$ cat src/rtl/booth4_pkg.sv
// Shared types and constants for the radix-4 Booth multiplier controller.
// BOOTH4_UNSIGNED_EN selects unsigned operands (5 digits) instead of signed (4 digits).
package booth4_pkg;

  localparam int OP_W   = 8;
  localparam int MUL_W  = 10;
  localparam int PROD_W = 16;
  localparam int CNT_W  = 3;

`ifdef BOOTH4_UNSIGNED_EN
  localparam int N_DIGITS = 5;
`else
  localparam int N_DIGITS = 4;
`endif

  localparam logic [CNT_W-1:0] CNT_LAST = CNT_W'(N_DIGITS - 1);

  typedef enum logic [1:0] {
    ST_IDLE = 2'd0,
    ST_RUN  = 2'd1,
    ST_DONE = 2'd2
  } state_e;

  typedef logic [2:0] digit_t;

  // Slot order of the candidate multiples handed to the digit selector
  localparam int MI_ZERO = 0;
  localparam int MI_A    = 1;
  localparam int MI_2A   = 2;
  localparam int MI_NA   = 3;
  localparam int MI_N2A  = 4;
  typedef logic [4:0][MUL_W-1:0] mults_t;

  function automatic logic [MUL_W-1:0] op_ext(input logic [OP_W-1:0] v);
`ifdef BOOTH4_UNSIGNED_EN
    return {{(MUL_W-OP_W){1'b0}}, v};
`else
    return {{(MUL_W-OP_W){v[OP_W-1]}}, v};
`endif
  endfunction

endpackage

$ cat src/rtl/booth4_digit_sel.sv
// Radix-4 Booth digit recoder: picks one of the precomputed multiples from a bit triplet.
import booth4_pkg::*;

module booth4_digit_sel (
  input  logic [2:0]       trip_i,
  input  mults_t           mults_i,
  output logic [MUL_W-1:0] sel_o
);

  always_comb begin
    sel_o = mults_i[MI_ZERO];
    case (trip_i)
      3'b001, 3'b010: sel_o = mults_i[MI_A];
      3'b011:         sel_o = mults_i[MI_2A];
      3'b100:         sel_o = mults_i[MI_N2A];
      3'b101, 3'b110: sel_o = mults_i[MI_NA];
      default:        sel_o = mults_i[MI_ZERO];
    endcase
  end

endmodule

$ cat src/rtl/booth4_mult_ctrl.sv
// Iterative radix-4 Booth multiplier: one digit per RUN cycle, one-cycle done pulse.
// Build option BOOTH4_UNSIGNED_EN switches to unsigned operands with one extra digit.
import booth4_pkg::*;

module booth4_mult_ctrl (
  input  logic              clk,
  input  logic              rst_n,
  input  logic              start,
  input  logic [OP_W-1:0]   a,
  input  logic [OP_W-1:0]   b,
  output logic              busy,
  output logic              done,
  output logic [PROD_W-1:0] product
);

  state_e             state_q, state_d;
  logic [MUL_W-1:0]   a_q;
  logic [MUL_W:0]     b_q;       // extended multiplier with the implicit b[-1]=0 at bit 0
  logic [CNT_W-1:0]   cnt_q;
  logic [PROD_W-1:0]  acc_q;
  logic [PROD_W-1:0]  product_q;

  logic               accept;
  logic               last;
  digit_t             trip;
  mults_t             mults;
  logic [MUL_W-1:0]   sel;
  logic [PROD_W-1:0]  addend;
  logic [PROD_W-1:0]  acc_sum;

  assign accept = start && (state_q != ST_RUN);
  assign last   = (cnt_q == CNT_LAST);

  always_ff @(posedge clk) begin
    if (!rst_n) state_q <= ST_IDLE;
    else        state_q <= state_d;
  end

  always_comb begin
    state_d = state_q;
    case (state_q)
      ST_IDLE: if (start) state_d = ST_RUN;
      ST_RUN:  if (last)  state_d = ST_DONE;
      ST_DONE: state_d = start ? ST_RUN : ST_IDLE;
      default: state_d = ST_IDLE;
    endcase
  end

  always_comb begin
    busy = (state_q == ST_RUN);
    done = (state_q == ST_DONE);
  end

  // Multiples derive from the latched operand only, so they stay fixed for the whole run
  assign mults[MI_ZERO] = '0;
  assign mults[MI_A]    = a_q;
  assign mults[MI_2A]   = {a_q[MUL_W-2:0], 1'b0};
  assign mults[MI_NA]   = -a_q;
  assign mults[MI_N2A]  = -{a_q[MUL_W-2:0], 1'b0};

  assign trip = b_q[{cnt_q, 1'b0} +: 3];

  booth4_digit_sel u_sel (
    .trip_i  (trip),
    .mults_i (mults),
    .sel_o   (sel)
  );

  assign addend  = {{(PROD_W-MUL_W){sel[MUL_W-1]}}, sel} << {cnt_q, 1'b0};
  assign acc_sum = acc_q + addend;

  always_ff @(posedge clk) begin
    if (!rst_n) begin
      a_q       <= '0;
      b_q       <= '0;
      cnt_q     <= '0;
      acc_q     <= '0;
      product_q <= '0;
    end else if (accept) begin
      a_q   <= op_ext(a);
      b_q   <= {op_ext(b), 1'b0};
      cnt_q <= '0;
      acc_q <= '0;
    end else if (state_q == ST_RUN) begin
      acc_q <= acc_sum;
      cnt_q <= cnt_q + 1'b1;
      if (last) product_q <= acc_sum;
    end
  end

  assign product = product_q;

endmodule

$ cat config.mk
export PLATFORM = sky130hd
export DESIGN_NAME = booth4_mult_ctrl
export DESIGN_NICKNAME = d
export VERILOG_FILES = /design/src/rtl/booth4_pkg.sv /design/src/rtl/booth4_digit_sel.sv /design/src/rtl/booth4_mult_ctrl.sv
export SDC_FILE = /design/constraint.sdc
export NUM_CORES = 1
export LEC_CHECK = 0
export ABC_AREA = 0
export CORE_AREA = 8 8 106 108
export DETAILED_ROUTE_END_ITERATION = 7
export DIE_AREA = 0 0 114 116
export GPL_ROUTABILITY_DRIVEN = 0
export PLACE_DENSITY = 0.57
export SETUP_SLACK_MARGIN = 0.4
export SLEW_MARGIN = 20
export SYNTH_ARGS = -nofsm -noshare
export SYNTH_HDL_FRONTEND = slang
export SYNTH_HIERARCHICAL = 1
export SYNTH_SLANG_ARGS = --single-unit
export TNS_END_PERCENT = 50
$ cat constraint.sdc
create_clock -name clk -period 11.5 [get_ports clk]
set_input_delay 2.875 -clock clk [delete_from_list [all_inputs] [get_ports clk]]
set_output_delay 2.875 -clock clk [all_outputs]
set_load 0.02 [all_outputs]
======== After elaboration in Yosys (flattened, before gate mapping) ========
Cells that the tools add are included.
operators by class
  bitwise gates (word level) .............. 2
  shift-type cells ........................ 2
  mux-type cells .......................... 5
  $add $sub $neg .......................... 4
  reduce and logical (&&, ||, !) cells .... 7
  eq/ne operators ......................... 12
operator list
  operator                                                                  count
  10-bit one-hot mux with 4 select lines                                    1
  10-bit negation                                                           2
  16-bit adder                                                              1
  16-bit by 4-bit << shifter with 16-bit output                             1
  11-bit by 5-bit indexed part select with 3-bit output                     1
  3-bit by 2-bit equality test with 1-bit output (second input constant)    3
  3-bit equality test (second input constant)                               3
  2-bit one-hot mux with 3 select lines                                     1
  2-bit OR reduction                                                        3
  2-bit two-way mux                                                         2
  2-bit by 1-bit inequality test with 1-bit output (second input constant)  2
  3-bit by 1-bit adder with 3-bit output (second input constant)            1
  3-bit by 1-bit equality test with 1-bit output (second input constant)    1
  3-bit AND reduction                                                       1
  2-bit by 1-bit equality test with 1-bit output (second input constant)    1
  2-bit equality test (second input constant)                               1
  2-bit logical NOT                                                         1
  2-bit inequality test (second input constant)                             1
  1-bit NOT                                                                 2
  2-bit AND reduction                                                       1
  1-bit logical AND                                                         1
  1-bit two-way mux                                                         1
storage, ports and cells
  logic and storage cells ................. 38
  register bits after elaboration ......... 53
  input bits .............................. 19
  output and inout port bits .............. 18

======== Logic depth before layout (Yosys ltp) ========
Gate-level depths: netlist (run 1).
  word-level depth ........................ 6
  depth in mapped cells ................... 24
  mapped depth without buffers ............ 21

======== Modules after synthesis ========
Netlist (run 1), hierarchy kept.
modules (own cells, without submodules)
  module            cells an instance  sequential area each (µm²)  area each (µm²)  instances
  booth4_mult_ctrl  417                1061.0                      3171.8           1
  booth4_digit_sel  78                 0.0                         558.0            1

======== Worst setup path before layout (run 1) ========
Ideal clock, no wire load.
  path type ............................... reg2reg
  from .................................... register cnt_q[0]
  to ...................................... register product_q[13], in the netlist product[13]
  path buffers ............................ 2
  library setup time ...................... 135 ps
  clock period less this slack ............ 4302 ps
  required time ........................... 11365 ps
  arrival time ............................ 4167 ps
  path slack .............................. 7198 ps
  stages on the path, launching flop included .. 23
  path through ............................ dfxtp_1 -> buf_2 -> inv_1 -> nor2_1 -> a21oi_1 -> o21ai_0 -> buf_2 -> nand2b_1 -> a222oi_1 -> a21oi_1 -> a31o_1 -> mux2i_1 -> nor2_1 -> a21oi_1 -> nor2_1 -> ha_1 -> a21oi_2 -> nand2_1 -> a31oi_2 -> o311ai_4 -> a31oi_2 -> xor2_1 -> a211oi_2
on the way
  cells in the longest elaborated chain, start to end .. 6
  elaborated cells between the ends (all ways) .. 14
  classes of those cells .................. add/sub: 1; eq/ne: 7; shift: 2; mux: 1; reduce/logical: 3
RTL lines
  element                                                    line                    RTL
  from (decl)                                                booth4_mult_ctrl.sv:19  logic [CNT_W-1:0] cnt_q;
  from (signal assigned)                                     booth4_mult_ctrl.sv:86  cnt_q <= cnt_q + 1'b1;
  11-bit by 5-bit indexed part select with 3-bit output (*)  booth4_mult_ctrl.sv:61  assign trip = b_q[{cnt_q, 1'b0} +: 3];
  named net trip[2]                                          booth4_mult_ctrl.sv:25  digit_t trip;
  3-bit equality test (tied with other cells)                booth4_digit_sel.sv:12  case (trip_i)
  2-bit OR reduction                                         booth4_digit_sel.sv:12
  10-bit one-hot mux with 4 select lines (*)                 booth4_digit_sel.sv:12
  named net sel[0]                                           booth4_mult_ctrl.sv:27  logic [MUL_W-1:0] sel;
  16-bit by 4-bit << shifter with 16-bit output (*)          booth4_mult_ctrl.sv:69  assign addend = {{(PROD_W-MUL_W){sel[MUL_W-1]}}, sel} << {cnt_q, 1'b0};
  16-bit adder (*)                                           booth4_mult_ctrl.sv:70  assign acc_sum = acc_q + addend;
  to (signal assigned)                                       booth4_mult_ctrl.sv:87  if (last) product_q <= acc_sum;
  to (decl)                                                  booth4_mult_ctrl.sv:21  logic [PROD_W-1:0] product_q;
Mark *: on every way through the listed nets, which the timed path passes. The rest lies on a longest branch.
A chain may end at the register's enable or synchronous reset.

======== Worst setup path after layout (run 1) ========
Ends and elaborated chain as after synthesis.

==> results.json, run 1 <==
{
  "synth-seq-cells": 53,
  "fillers": 1008,
  "fin_crit_sh_pct": 46.8,
  "io_buffer_count": 36,
  "grt_max_degree": 31,
  "avgSynthCellArea_um2": 7.54,
  "rsz0062_at_grt": "no",
  "cp-end-kind": "flip-flop",
  "synth.most_common_cell": "nand2_1",
  "synth_fa_ha_area_share_pct": 9.29,
  "setup_tns_ps": 0,
  "finalSetupViolations": 0,
  "synth-edff-count": 0,
  "drive_above_1_share_pct": 6.51,
  "crit_arrival_ps": 5540,
  "drv_cap": 0,
  "hold_path.class": "reg -> reg",
  "muxShareOfSynthArea_pct": 4.53,
  "htreeDepth": 2,
  "ys_warn_count": 6,
  "grt_antenna_before_repair": 0,
  "insertion_delay_ps": 300,
  "required_ps": 11660,
  "avgViaCountPerCell": 5.29,
  "wl_per_cell_um": 14.8,
  "dieArea_um2": 13200,
  "cts-root-buf": "clkbuf_8",
  "slowest_delay_ps": 950,
  "synthSimpleGateAreaFrac_pct": 21.8,
  "synth_top_family_by_area": "compound AO/OA/AOI/OAI gates",
  "grt_pass1_vias": 3405,
  "antenna_cells": 0,
  "cts_buffer_depth": 2,
  "regArea_um2": 1060,
  "cts_hold_buffers": 0,
  "leakage_uw": 0.00161,
  "wl_um": 9680,
  "vias": 3463,
  "grtUsageTotal_pct": 15.0,
  "coreArea_um2": 9550,
  "syn_to_final_growth_pct": 14.0,
  "ios": 37,
  "first_pass_iters": 8,
  "synth_compound_area_share_pct": 24.6,
  "path_class": "reg -> reg",
  "irDropWorstVdd_v": 0.0000611,
  "reg2reg_depth": 21,
  "seq_area_frac_synth_pct": 28.4,
  "drt_iter0_markers": 248,
  "synth_cells": 495,
  "outcome": "finished with violations",
  "cts_tree": "done",
  "power_density_nw_per_um2": 127,
  "hpwl_um": 7210,
  "start_util_pct": 39.1,
  "slew_headroom_pct": 35.6,
  "violations": "design-rule violations",
  "cts_inserted_buffers": 5,
  "synth_ff_type": "dfxtp_1",
  "antenna_left": 0,
  "syn_area_um2": 3730,
  "placementRows": 36,
  "grt_pass1_wl_um": 16200,
  "fp.dieH_um": 116,
  "period_minus_slack_ps": 5380,
  "startpoint_type": "flip-flop",
  "overflow": 0,
  "clkTransAtPathRegs_ps": 100,
  "clock-skew-final_ps": 5.33,
  "hold_viol": 0,
  "worst_pin_slew_ps": 965,
  "worst-path-max-fanout": 25,
  "path_cells": "inv_1 -> nor2_1 -> a21oi_1 -> o21ai_1 -> buf_4 -> or2b_1 -> a222oi_1 -> a21oi_1 -> a31o_1 -> mux2i_1 -> nor2_1 -> a21oi_1 -> nor2_1 -> ha_1 -> a21oi_2 -> nand2_1 -> a31oi_2 -> o311ai_4 -> a31oi_2 -> xor2_1 -> a211oi_2",
  "cts_resized": 0,
  "synthTopCellsByArea": "dfxtp_1 (28%), nand2_1 (10%), a21oi_1 (9.3%)",
  "die_w_um": 114,
  "async_reset_ff_share_pct": 0,
  "drc": 1,
  "post_cts_buffers": 0,
  "synth_xor_area_share_pct": 5.37,
  "fin_cells": 655,
  "clock-sinks": 53,
  "netlist-cell-type-count": 59,
  "fin_nets": 559,
  "synth_top_area_share_pct": 28.4,
  "placed_cells": 647,
  "synth_common_cells": "nand2_1 (99), a21oi_1 (69), dfxtp_1 (53)",
  "cp_slowest_cell": "dfxtp_1",
  "maxSlewViolCount": 0,
  "hold_depth": 2,
  "max_freq_mhz": 186,
  "multi_input_area_um2": 2490,
  "yosysTopAreaCell": "dfxtp_1"
}
## worst paths after layout
kind                                            start  slack [ps]                       end
worst max register to register  cnt_q[0]$_SDFFE_PP0P_        6120  product[13]$_SDFFE_PN0P_
worst min register to register    b_q[5]$_SDFFE_PN0P_         460       b_q[5]$_SDFFE_PN0P_
worst min-delay path              b_q[5]$_SDFFE_PN0P_         460       b_q[5]$_SDFFE_PN0P_
worst max-delay path            cnt_q[0]$_SDFFE_PP0P_        6120  product[13]$_SDFFE_PN0P_
## power breakdown
group          internal [uW]  switching, uW  total (uW)
clock                   43.3           62.5         106
sequential               193           11.9         205
combinational           91.6            136         228
## through the flow
step | util, % | cell area (um2) | worst slack [ps] | total power (uW) | hold slack (ps)
2_1_floorplan | - | 3770 | 7200 | 384 | 433
3_3_place_gp | 43.7 | 4170 | 6220 | 432 | 443
3_5_place_dp | 43.7 | 4170 | 6180 | 435 | 445
4_1_cts | 44.5 | 4250 | 6150 | 544 | 458
5_1_grt | 44.5 | 4250 | 5640 | 579 | 475
6_report | 44.5 | 4250 | 6120 | 539 | 457
## per-layer routing
| metal | vias up | part of all wire [%] | track usage (%) |
|---|---|---|---|
| met4 | 0 | 0.93 | 3.28 |
| met5 | - | 0 | 0 |
| li1 | 1763 | - | - |
| met3 | 7 | 3.8 | 2.34 |
| met2 | 58 | 52 | 28.0 |
| met1 | 1635 | 43 | 17.7 |
## worst max-delay path, delay by kind of cell, from the launching register on
family / cells / cell delay [ps]
xor+xnor: 1 / 200
simple gates: 5 / 740
fa+ha+maj: 1 / 390
compound gates: 11 / 2200
buf+inv: 2 / 560
flops: 1 / 950
mux: 1 / 190
## cells by family (layout without fill, tap and decap cells)
family | Yosys count | in the layout
flops | 53 | 53
other cells | 1 | 13
compound gates | 139 | 139
simple gates | 189 | 189
buf+inv | 48 | 63
xor+xnor | 22 | 22
mux | 15 | 15
fa+ha+maj | 28 | 28
## sequential cells by signal (all words and copies together), names as in the netlist
name	cells
acc_q	16
product	16
a_q	8
b_q	8
cnt_q	3
state_q	2
## placed cells by master, fill, tap and decap left out, drive strengths merged, types with 4 or more instances in the layout
cell type	instances
buf	4
clkdlybuf4s50	36
maj3	9
inv	15
nand3	11
mux2i	12
o21ai	17
nor2	45
a31o	10
conb	13
dfxtp	53
a222oi	9
nand2b	10
clkbuf	7
a211oi	8
ha	18
o22ai	5
xnor2	12
xor2	10
and2	7
nand2	100
a21oi	71
## area by class of cell
cell class	instances	area share, %
Sequential cell	53	24.9
Inverter	15	1.32
Clock buffer	7	1.79
Clock inverter	1	0.177
Multi-Input combinational cell	406	58.7
Tap cell	133	3.91
Timing Repair Buffer	40	9.18
No activity file was read; power rests on OpenSTA's default activity.
==> inputs of run 2 (changes only) <==
--- a/config.mk
+++ b/config.mk
@@ -10,7 +10,7 @@
 export DETAILED_ROUTE_END_ITERATION = 7
 export DIE_AREA = 0 0 114 116
 export GPL_ROUTABILITY_DRIVEN = 0
-export PLACE_DENSITY = 0.57
+export PLACE_DENSITY = 0.6
 export SETUP_SLACK_MARGIN = 0.4
 export SLEW_MARGIN = 20
 export SYNTH_ARGS = -nofsm -noshare
==> constraint.sdc (replaced) <==
create_clock -name clk -period 4.67 [get_ports clk]
set_input_delay 1.1675 -clock clk [delete_from_list [all_inputs] [get_ports clk]]
set_output_delay 1.1675 -clock clk [all_outputs]
set_load 0.02 [all_outputs]
==> run 2 against run 1 <==
The flow now finishes without violations. Count of clock-buffer cells in the layout down 1. Wire length up 12%. Highest routed layer unchanged. Critical path depth unchanged. Critical path type unchanged. Core utilization up 7.7 points. Cell count up 7.0%. Power rose to 3.0 times the previous value.
==> results.json, run 2 (synthesized netlist as in run 1, its figures left out) <==
{
  "maxSlewViolCount": 0,
  "clkPwrFrac_pct": 21.2,
  "power_density_nw_per_um2": 329,
  "dieArea_um2": 13200,
  "cts_inserted_buffers": 5,
  "max_freq_mhz": 230,
  "vias": 3744,
  "cts_buffer_depth": 2,
  "regToRegSetupSlack_ps": 320,
  "power.share.switching_pct": 37.7,
  "period_minus_slack_ps": 4350,
  "drc": 0,
  "ios": 37,
  "fin_crit_sh_pct": 93.2,
  "antenna_left": 0,
  "start_util_pct": 39.1,
  "clkTransAtPathRegs_ps": 110,
  "final_cell_mix": "nand2_1 (96), a21oi_1 (58), dfxtp_1 (48), buf_4 (41), nor2_1 (40)",
  "io_buffer_count": 36,
  "antenna_cells": 0,
  "grt_antenna_before_repair": 0,
  "fin_nets": 605,
  "utilization_pct": 52.2,
  "coreArea_um2": 9550,
  "cts-root-buf": "clkbuf_8",
  "setup_tns_ps": 0,
  "clock-skew-final_ps": 14.9,
  "wl_per_cell_um": 15.4,
  "drv_cap": 0,
  "overflow": 0,
  "syn_to_final_growth_pct": 33.6,
  "rsz0062_at_grt": "yes",
  "wl_um": 10800,
  "hpwl_um": 7430,
  "hold_path.class": "reg -> reg",
  "finalSetupViolations": 0,
  "placementRows": 36,
  "combPwrFrac_pct": 48.5,
  "clock-sinks": 53,
  "p_int_uw": 1020,
  "worst_pin_slew_ps": 1010,
  "startpoint_type": "flip-flop",
  "crit_arrival_ps": 4510,
  "worst-path-max-fanout": 5,
  "first_pass_iters": 6,
  "outcome": "finished clean",
  "hold_viol": 0,
  "grt_pass1_wl_um": 17200,
  "insertion_delay_ps": 320,
  "irDropWorstVdd_v": 0.000202,
  "cts_tree": "done",
  "die_w_um": 114,
  "slew_headroom_pct": 32.8,
  "cp-end-kind": "flip-flop",
  "fp.dieH_um": 116,
  "path_class": "reg -> reg",
  "power_frac_seq_pct": 30.3,
  "grtUsageTotal_pct": 16.0,
  "leakage_uw": 0.00189,
  "layout_commonest_cell": "nand2_1",
  "drive_above_1_share_pct": 23.9,
  "avgViaCountPerCell": 5.34,
  "grt_max_degree": 31,
  "power_switching_uw": 619,
  "drt_iter0_markers": 256,
  "required_ps": 4830,
  "htreeDepth": 2,
  "grt_pass1_vias": 3621
}
run 2: changes by cell type in the layout (fill, tap and decap cells not counted), sizes merged:
cell and delta:
buf +46, bufinv +1, clkbuf -1, clkinvlp -1, inv +1
run 2: routing by layer:
| metal | track usage [%] | vias to the layer above | part of all wire (%) |
|---|---|---|---|
| met5 | 0 | - | 0 |
| li1 | - | 1861 | - |
| met3 | 2.61 | 19 | 3.9 |
| met4 | 6.65 | 0 | 2.3 |
| met1 | 17.5 | 1777 | 42 |
| met2 | 29.9 | 87 | 52 |
run 2: path summary, 6_finish.rpt:
check                                              from                  endpoint  cells after the start
worst max register to register    cnt_q[0]$_SDFFE_PP0P_  product[13]$_SDFFE_PN0P_                     21
worst min-delay path            product[4]$_SDFFE_PN0P_   product[4]$_SDFFE_PN0P_                      2
worst min register to register  product[4]$_SDFFE_PN0P_   product[4]$_SDFFE_PN0P_                      2
worst max-delay path              cnt_q[0]$_SDFFE_PP0P_  product[13]$_SDFFE_PN0P_                     21
run 2: power groups by stage:
stage	Combinational, uW	Clock, uW	Sequential, uW
2_1_floorplan	445	0	501
3_3_place_gp	563	0	507
3_5_place_dp	574	0	507
4_1_cts	673	353	496
5_1_grt	863	370	502
6_report	796	347	498
run 2: through the flow:
| stage | power (uW) | cell area [um2] | setup slack (ps) | std cells | hold slack (ps) |
|---|---|---|---|---|---|
| 2_1_floorplan | 946 | 3780 | 419 | 507 | 433 |
| 4_1_cts | 1520 | 4670 | 378 | 685 | 465 |
| 5_1_grt | 1740 | 4980 | 111 | 701 | 478 |
| 3_5_place_dp | 1080 | 4260 | 131 | 657 | 449 |
| 3_3_place_gp | 1070 | 4260 | 171 | 657 | 446 |
| 6_report | 1640 | 4980 | 317 | 701 | 462 |
run 2: timing repair:
item                                    CTS  global route
gates cloned                              2             0
hold buffers                              0             0
resized for setup                        36            52
endpoints found under the setup margin   18            20
pin swaps                                20            35
buffers inserted                         18            16
hold endpoints to repair                  0             0
run 2: cell type report:
class	instances	area, um2
clock buffers	6	82.6
clock inverters	2	41.3
fillers	916	4560
inverters	15	56.3
multi-input cells	406	2790
flip-flops and latches	53	1070
well taps	133	166
repair buffers	86	769
run 2: worst max-delay path, cell delays in order, from the launching register on:
cell	delay, ps
dfxtp_4	380
mux4_2	500
nand2_2	90
o31ai_4	90
buf_6	140
buf_6	110
maj3_2	290
a222oi_1	250
a21oi_1	70
a31o_1	240
mux2i_2	210
nor2_1	90
a21oi_2	140
nor2_2	80
ha_4	260
a21oi_4	200
nand2_2	90
a31oi_4	230
o311ai_4	180
a31oi_4	260
xor2_1	200
a211oi_2	90
